**config.mk**
```make
export PLATFORM = sky130hd
export DESIGN_NAME = e203_exu_wbck_arb
export DESIGN_NICKNAME = d
export VERILOG_FILES = /design/src/rtl/e203_exu_wbck_arb.sv
export SDC_FILE = /design/constraint.sdc
export NUM_CORES = 1
export LEC_CHECK = 0
export BUFFER_PORTS_ARGS = -buffer_cell sky130_fd_sc_hd__buf_4
export CAP_MARGIN = 25
export CORE_UTILIZATION = 52
export CTS_BUF_LIST = sky130_fd_sc_hd__clkbuf_2 sky130_fd_sc_hd__clkbuf_4 sky130_fd_sc_hd__clkbuf_8
export DETAILED_ROUTE_END_ITERATION = 8
export PLACE_DENSITY = 0.86
export SLEW_MARGIN = 30
export SYNTH_ARGS = -nofsm -noshare
export SYNTH_HDL_FRONTEND = slang
export SYNTH_SLANG_ARGS = --single-unit
```
**constraint.sdc**
```tcl
create_clock -name clk -period 3.7 [get_ports clk]
set_input_delay 0.37 -clock clk [delete_from_list [all_inputs] [get_ports clk]]
set_output_delay 0.37 -clock clk [all_outputs]
set_load 0.01 [all_outputs]
```
**src/rtl/e203_exu_wbck_arb.sv**
```systemverilog
// Write-back arbiter for the single register-file write port.
// Merges the ALU result path with a FIFO-buffered long-pipe path; a starvation
// counter forces the FIFO head through after STARVE_MAX lost arbitration cycles.
module e203_exu_wbck_arb #(
   parameter int unsigned XLEN        = 32,
   parameter int unsigned RFIDX_W     = 5,
   parameter int unsigned LFIFO_DEPTH = 2,
   parameter int unsigned STARVE_MAX  = 4
) (
   input  logic               clk,
   input  logic               rst,
   input  logic               alu_wbck_i_valid,
   output logic               alu_wbck_i_ready,
   input  logic [RFIDX_W-1:0] alu_wbck_i_rdidx,
   input  logic [XLEN-1:0]    alu_wbck_i_wdat,
   input  logic               longp_wbck_i_valid,
   output logic               longp_wbck_i_ready,
   input  logic [RFIDX_W-1:0] longp_wbck_i_rdidx,
   input  logic [XLEN-1:0]    longp_wbck_i_wdat,
   output logic               rf_wbck_o_ena,
   output logic [RFIDX_W-1:0] rf_wbck_o_rdidx,
   output logic [XLEN-1:0]    rf_wbck_o_wdat,
   output logic               longp_pend_o
);

   localparam int unsigned AW = $clog2(LFIFO_DEPTH);
   localparam int unsigned SW = $clog2(STARVE_MAX + 1);
   localparam logic [AW:0]    PtrOne    = {{AW{1'b0}}, 1'b1};
   localparam logic [SW-1:0]  StarveMax = SW'(STARVE_MAX);
   localparam logic [SW-1:0]  StarveOne = {{(SW-1){1'b0}}, 1'b1};

   // Pointers carry one extra wrap bit so full and empty are distinguishable.
   logic [AW:0]         wr_ptr_q, wr_ptr_d;
   logic [AW:0]         rd_ptr_q, rd_ptr_d;
   logic [SW-1:0]       starve_cnt_q, starve_cnt_d;
   logic [RFIDX_W-1:0]  idx_mem [LFIFO_DEPTH];
   logic [XLEN-1:0]     dat_mem [LFIFO_DEPTH];

   logic empty, full, push, force_pop, fifo_grant, alu_grant;

   assign empty = (wr_ptr_q == rd_ptr_q);
   assign full  = (wr_ptr_q[AW] != rd_ptr_q[AW]) &&
                  (wr_ptr_q[AW-1:0] == rd_ptr_q[AW-1:0]);

   assign force_pop = (starve_cnt_q == StarveMax) && !empty;
   // Nothing is granted while reset is held, so discarded entries are never written.
   assign fifo_grant = !rst && !empty && (force_pop || !alu_wbck_i_valid);
   assign alu_grant  = !rst && !fifo_grant && alu_wbck_i_valid;
   assign push       = longp_wbck_i_valid && !full;

   assign alu_wbck_i_ready   = !fifo_grant;
   assign longp_wbck_i_ready = !full;
   assign longp_pend_o       = !empty;

   // Next-state for pointers and the starvation counter.
   always_comb begin
      wr_ptr_d     = wr_ptr_q;
      rd_ptr_d     = rd_ptr_q;
      starve_cnt_d = starve_cnt_q;
      if (push) wr_ptr_d = wr_ptr_q + PtrOne;
      if (fifo_grant) rd_ptr_d = rd_ptr_q + PtrOne;
      if (empty || fifo_grant) begin
         starve_cnt_d = '0;
      end else if (alu_grant && (starve_cnt_q != StarveMax)) begin
         starve_cnt_d = starve_cnt_q + StarveOne;
      end
   end

   // State register with synchronous reset.
   always_ff @(posedge clk) begin
      if (rst) begin
         wr_ptr_q     <= '0;
         rd_ptr_q     <= '0;
         starve_cnt_q <= '0;
      end else begin
         wr_ptr_q     <= wr_ptr_d;
         rd_ptr_q     <= rd_ptr_d;
         starve_cnt_q <= starve_cnt_d;
      end
   end

   // FIFO storage; contents need no reset since the pointers gate visibility.
   always_ff @(posedge clk) begin
      if (push) begin
         idx_mem[wr_ptr_q[AW-1:0]] <= longp_wbck_i_rdidx;
         dat_mem[wr_ptr_q[AW-1:0]] <= longp_wbck_i_wdat;
      end
   end

   // Write-port mux; x0 targets complete the handshake but suppress the write.
   always_comb begin
      rf_wbck_o_rdidx = '0;
      rf_wbck_o_wdat  = '0;
      if (fifo_grant) begin
         rf_wbck_o_rdidx = idx_mem[rd_ptr_q[AW-1:0]];
         rf_wbck_o_wdat  = dat_mem[rd_ptr_q[AW-1:0]];
      end else if (alu_grant) begin
         rf_wbck_o_rdidx = alu_wbck_i_rdidx;
         rf_wbck_o_wdat  = alu_wbck_i_wdat;
      end
      rf_wbck_o_ena = (fifo_grant || alu_grant) && (rf_wbck_o_rdidx != '0);
   end

endmodule

```
== After elaboration in Yosys (flattened, before gate mapping) ==
Memory sizes are Yosys's and may differ from the RTL's. A register that Yosys moved wholly into a read port is not among the register bits.
Index checks and enable logic that the tools add are counted.
Cells by class
  divide/modulo/power cells: 0
  muxes and demuxes: 10
  shift-type cells: 0
  multipliers: 0
  bitwise logic cells: 0
  equality and inequality tests: 5
  $add $sub $neg: 3
  reduce and logical (&&, ||, !) cells: 19
  magnitude comparators: 0
Operators by type and width (number)
  $mux 32: 2
  $mux 5: 2
  $logic_and 1x1->1: 9
  $mux 1: 6
  $logic_not 1->1: 5
  $reduce_bool 5->1: 1
  $add 2x1->2 const B: 2
  $add 3x1->3 const B: 1
  $eq 3x3->1 const B: 1
  $logic_or 1x1->1: 3
  $ne 3x3->1 const B: 1
  $eq 2x2->1: 1
  $reduce_or 2->1: 1
  $eq 1x1->1: 1
  $ne 1x1->1: 1
Word-level totals
  memories: 2
  register bits after elaboration: 7
  bits in writable memories: 74
  bits in latches: 0
  logic and storage cells: 42
  memory bits (read-only): 0
  output and inout port bits: 41
  input port bits: 78
Memory list
  dat_mem: depth 2, bits a word 32, rd ports 1, clocked after Yosys merged registers in 1, write ports 1, RTL line 37  | logic [XLEN-1:0] dat_mem [LFIFO_DEPTH];
  idx_mem: depth 2, bits a word 5, rd ports 1, clocked after Yosys merged registers in 1, write ports 1, RTL line 36  | logic [RFIDX_W-1:0] idx_mem [LFIFO_DEPTH];

== Depth between registers and ports, before layout ==
  depth in word-level cells: 12
  depth in mapped cells: 9
  gate-level depth less buffers: 7

== Worst setup path after synthesis ==
Ideal clock, no wire load.
  path type: flip-flop to flip-flop
  start point: reg rd_ptr_q[1]
  end point: mem dat_mem[0][0] (enable)
  setup slack: 812 ps
  data required time: 3269 ps
  library setup time: 431 ps
  arrival: 2457 ps
  period minus slack after synthesis: 2888 ps
  stages on the path, launching flop included: 4
  buffers on the path: 0
  cells stage by stage: dfxtp_1 > xnor2_1 > o21ai_0 > nor2_1
On the way
  cells in the longest elaborated chain, start to end: 6
RTL lines
  start: declaration: RTL line 34  | logic [AW:0] rd_ptr_q, rd_ptr_d;
  start signal: assignment: RTL line 77  | rd_ptr_q <= rd_ptr_d;
  $ne 1x1->1: RTL line 42  | assign full = (wr_ptr_q[AW] != rd_ptr_q[AW]) &&
  $logic_and 1x1->1: RTL line 42
  $logic_not 1->1: RTL line 49  | assign push = longp_wbck_i_valid && !full;
  $logic_and 1x1->1: RTL line 49
  $mux 1: RTL line 84  | if (push) begin
  $mux 1 (not written as such): RTL line 86  | dat_mem[wr_ptr_q[AW-1:0]] <= longp_wbck_i_wdat;
  end: declaration: RTL line 37
Every way passes these cells.

== Final worst setup path ==
  start point: reg starve_cnt_q[0]
  end point: out rf_wbck_o_wdat[29]
On the way
  cells in the longest elaborated chain, start to end: 9
RTL lines
  start: declaration: RTL line 35  | logic [SW-1:0] starve_cnt_q, starve_cnt_d;
  start signal: assignment: RTL line 78  | starve_cnt_q <= starve_cnt_d;
  $eq 3x3->1 *: RTL line 45  | assign force_pop = (starve_cnt_q == StarveMax) && !empty;
  $logic_and 1x1->1 *: RTL line 45
  $logic_or 1x1->1 *: RTL line 47  | assign fifo_grant = !rst && !empty && (force_pop || !alu_wbck_i_valid);
  $logic_and 1x1->1 *: RTL line 47
  $logic_not 1->1: RTL line 48  | assign alu_grant = !rst && !fifo_grant && alu_wbck_i_valid;
  $logic_and 1x1->1 (2 in a row): RTL line 48
  $mux 32: RTL line 97  | end else if (alu_grant) begin
  $mux 32 *: RTL line 94  | if (fifo_grant) begin
  end: declaration: RTL line 22  | output logic [XLEN-1:0] rf_wbck_o_wdat,
Mark *: on every way between the ends. The rest lies on a longest branch, timed or not.

==> out/summary.txt <==
Avg WL per Cell: 16.4 um
Leakage: 0.00176 uW
DIE AREA: 7080 um2
Starting Density: 54.6%
syn_nets: 333
Die Span Y: 84.1 um
Slew headroom: 40.1%
area growth from synthesis to layout: 32.0%
Avg Inst Size Synth: 13.9 um2
worst-path fanout max: 43
Synth warnings: 0
first-pass GRT wire length: 11.5 mm
port buffer count: 118
CTS tree: built
Ports: 119
drt drc: 12
total chip power: 2200 uW
max_cap viols: 0
mapped cell area: 3510 um2
core footprint: 6420 um2
Final TNS setup: 0 ps
layout cells sized above 1: 38.1%
largest net degree at the start of global routing: 44
CTS resizes: 0
Fillers: 467
ANT nets after route: 0
fin cells: 450
worst hold stages: 1
n_diodes: 0
ys flop type: edfxtp_1
row cnt: 29
clk root buf: clkbuf_8
fin. max-slew vios: 0
RSZ-0062 raised after global routing: no
Tmin final: 3220 ps
Fmax achieved: 310 MHz
sequential share of the synthesized area: 67.9%
crit path capture type: primary output
PD cells: 476 nW/um2
EDFF count, synth: 74
fraction of registers with async set/reset: 0%
Initial DRC Count: 161
Synth cell types: 30
total CTS buffers: 9
Worst Tran Pin Value: 896 ps
nets@finish: 448
status: finished with violations
Final Util: 72.1%
register bit count reported by yosys: 82
GPL Wtd Cong: 0.702
worst-skew pair later-pin latency: 340 ps
placed cell area: 4420 um2
post-CTS setup buffers: 0
Startpoint Class: flop
antenna violations before repair: 0
Die Span X: 84.1 um
via count: 2,395
grt total ovfl: 0
Hold Crit Class: in -> reg
CTS max path bufs: 2
Total GRT Usage: 21.5%
Req. time, crit path: 3330 ps
cell count after synthesis: 253
crit path kind: reg -> out
skew final: 10.8 ps
design area: 4630 um2
R2R cell count: 4
final WL: 7.40 mm
Finish-stage setup viols: 0
# H-tree levels: 3
clk slew on worst S/H paths: 80 ps
number of global-route vias before repair: 2,476
period utilization: 87.1%
Post-DP HPWL: 5.14 mm
Via density: 5.32
final hold violation count: 0
Peak VDD IR: 0.000302 V
CTS Hold Bufs: 0
TritonCTS Sinks: 82
failing checks: DRC
placed insts: 434
DR pass1 iterations: 6
Data arrival, critical path: 2850 ps
[metal layers]
layer  share of wire, %  global-route usage (%)  routed length (um)
met1                 38                    24.9                2840
met2                 56                    39.3                4120
met3                4.7                    3.46                 349
met4                1.2                    9.72                  89
met5                  0                       0                   0
[worst paths after layout]
check,slack (ps),from,endpoint
max,480,starve_cnt_q[0],rf_wbck_o_wdat[29]
min,210,longp_wbck_i_wdat[27],dat_mem[0][27]
max reg2reg,1380,rd_ptr_q[1],dat_mem[0][13]
min reg2reg,450,starve_cnt_q[0],starve_cnt_q[0]
[power breakdown]
part	switching [uW]	internal, uW
clock network	299	383
registers	36.3	1100
logic	201	185
[state kept, by name (all words and copies together), names as in the netlist, named ones only]
name / count
dat_mem: 64
idx_mem: 10
starve_cnt_q: 3
rd_ptr_q: 2
wr_ptr_q: 2
[placed cells by master (no fill, tap or decap), drive strengths merged, types with 3 or more instances in the layout]
master and count:
a211oi 3, buf 122, clkbuf 10, clkinv 3
dfxtp 8, edfxtp 74, inv 5, mux2i 37
nand2 4, nand3 36, nor2 8, o21ai 38
xnor2 4, xor2 3
[worst max-delay path, cell delays in order, from the launching register on]
cell      delay [ps]
dfxtp_1          350
inv_1             50
ha_1             200
a21boi_0         340
a211oi_2         100
inv_2            500
buf_4            440
nand3_1          160
o21ai_0          170
buf_4            180
[cells by family after synthesis]
family	share of synthesized area [%]
buf+inv	3.92
fa+ha+maj	0.713
xor+xnor	1.75
flops	67.9
compound gates	7.39
simple gates	7.74
mux	10.6
[area by class of cell]
type                    instances  area (um2)  share of cell area, %
repair buffers                122         916                   19.8
flip-flops and latches         82        2380                   51.5
clock inverters                 6        81.3                   1.76
well taps                      77        96.3                   2.08
multi-input cells             148        1000                   21.6
clock buffers                  10         131                   2.84
inverters                       5        18.8                  0.405
[Yosys cell counts, types with 3 or more instances]
| library cell | n | area [um2] |
|---|---|---|
| o21ai_0 | 22 | 110 |
| nand2_1 | 4 | 15.0 |
| mux2i_1 | 37 | 370 |
| xor2_1 | 3 | 26.3 |
| xnor2_1 | 4 | 35.0 |
| nor2_1 | 8 | 30.0 |
| inv_1 | 4 | 15.0 |
| buf_6 | 6 | 67.6 |
| o21ai_1 | 16 | 80.1 |
| buf_2 | 4 | 20.0 |
| edfxtp_1 | 74 | 2220 |
| nand3_1 | 36 | 180 |
| clkbuf_1 | 7 | 26.3 |
| dfxtp_1 | 8 | 160 |
[per-stage QoR]
step | worst slack [ps] | hold slack (ps)
after global placement | 1090 | 428
after CTS | 487 | 200
after detailed placement | 931 | 434
final | 477 | 208
after floorplan | 812 | 417
after global routing | 273 | 195
No activity file was read; power rests on OpenSTA's default activity.
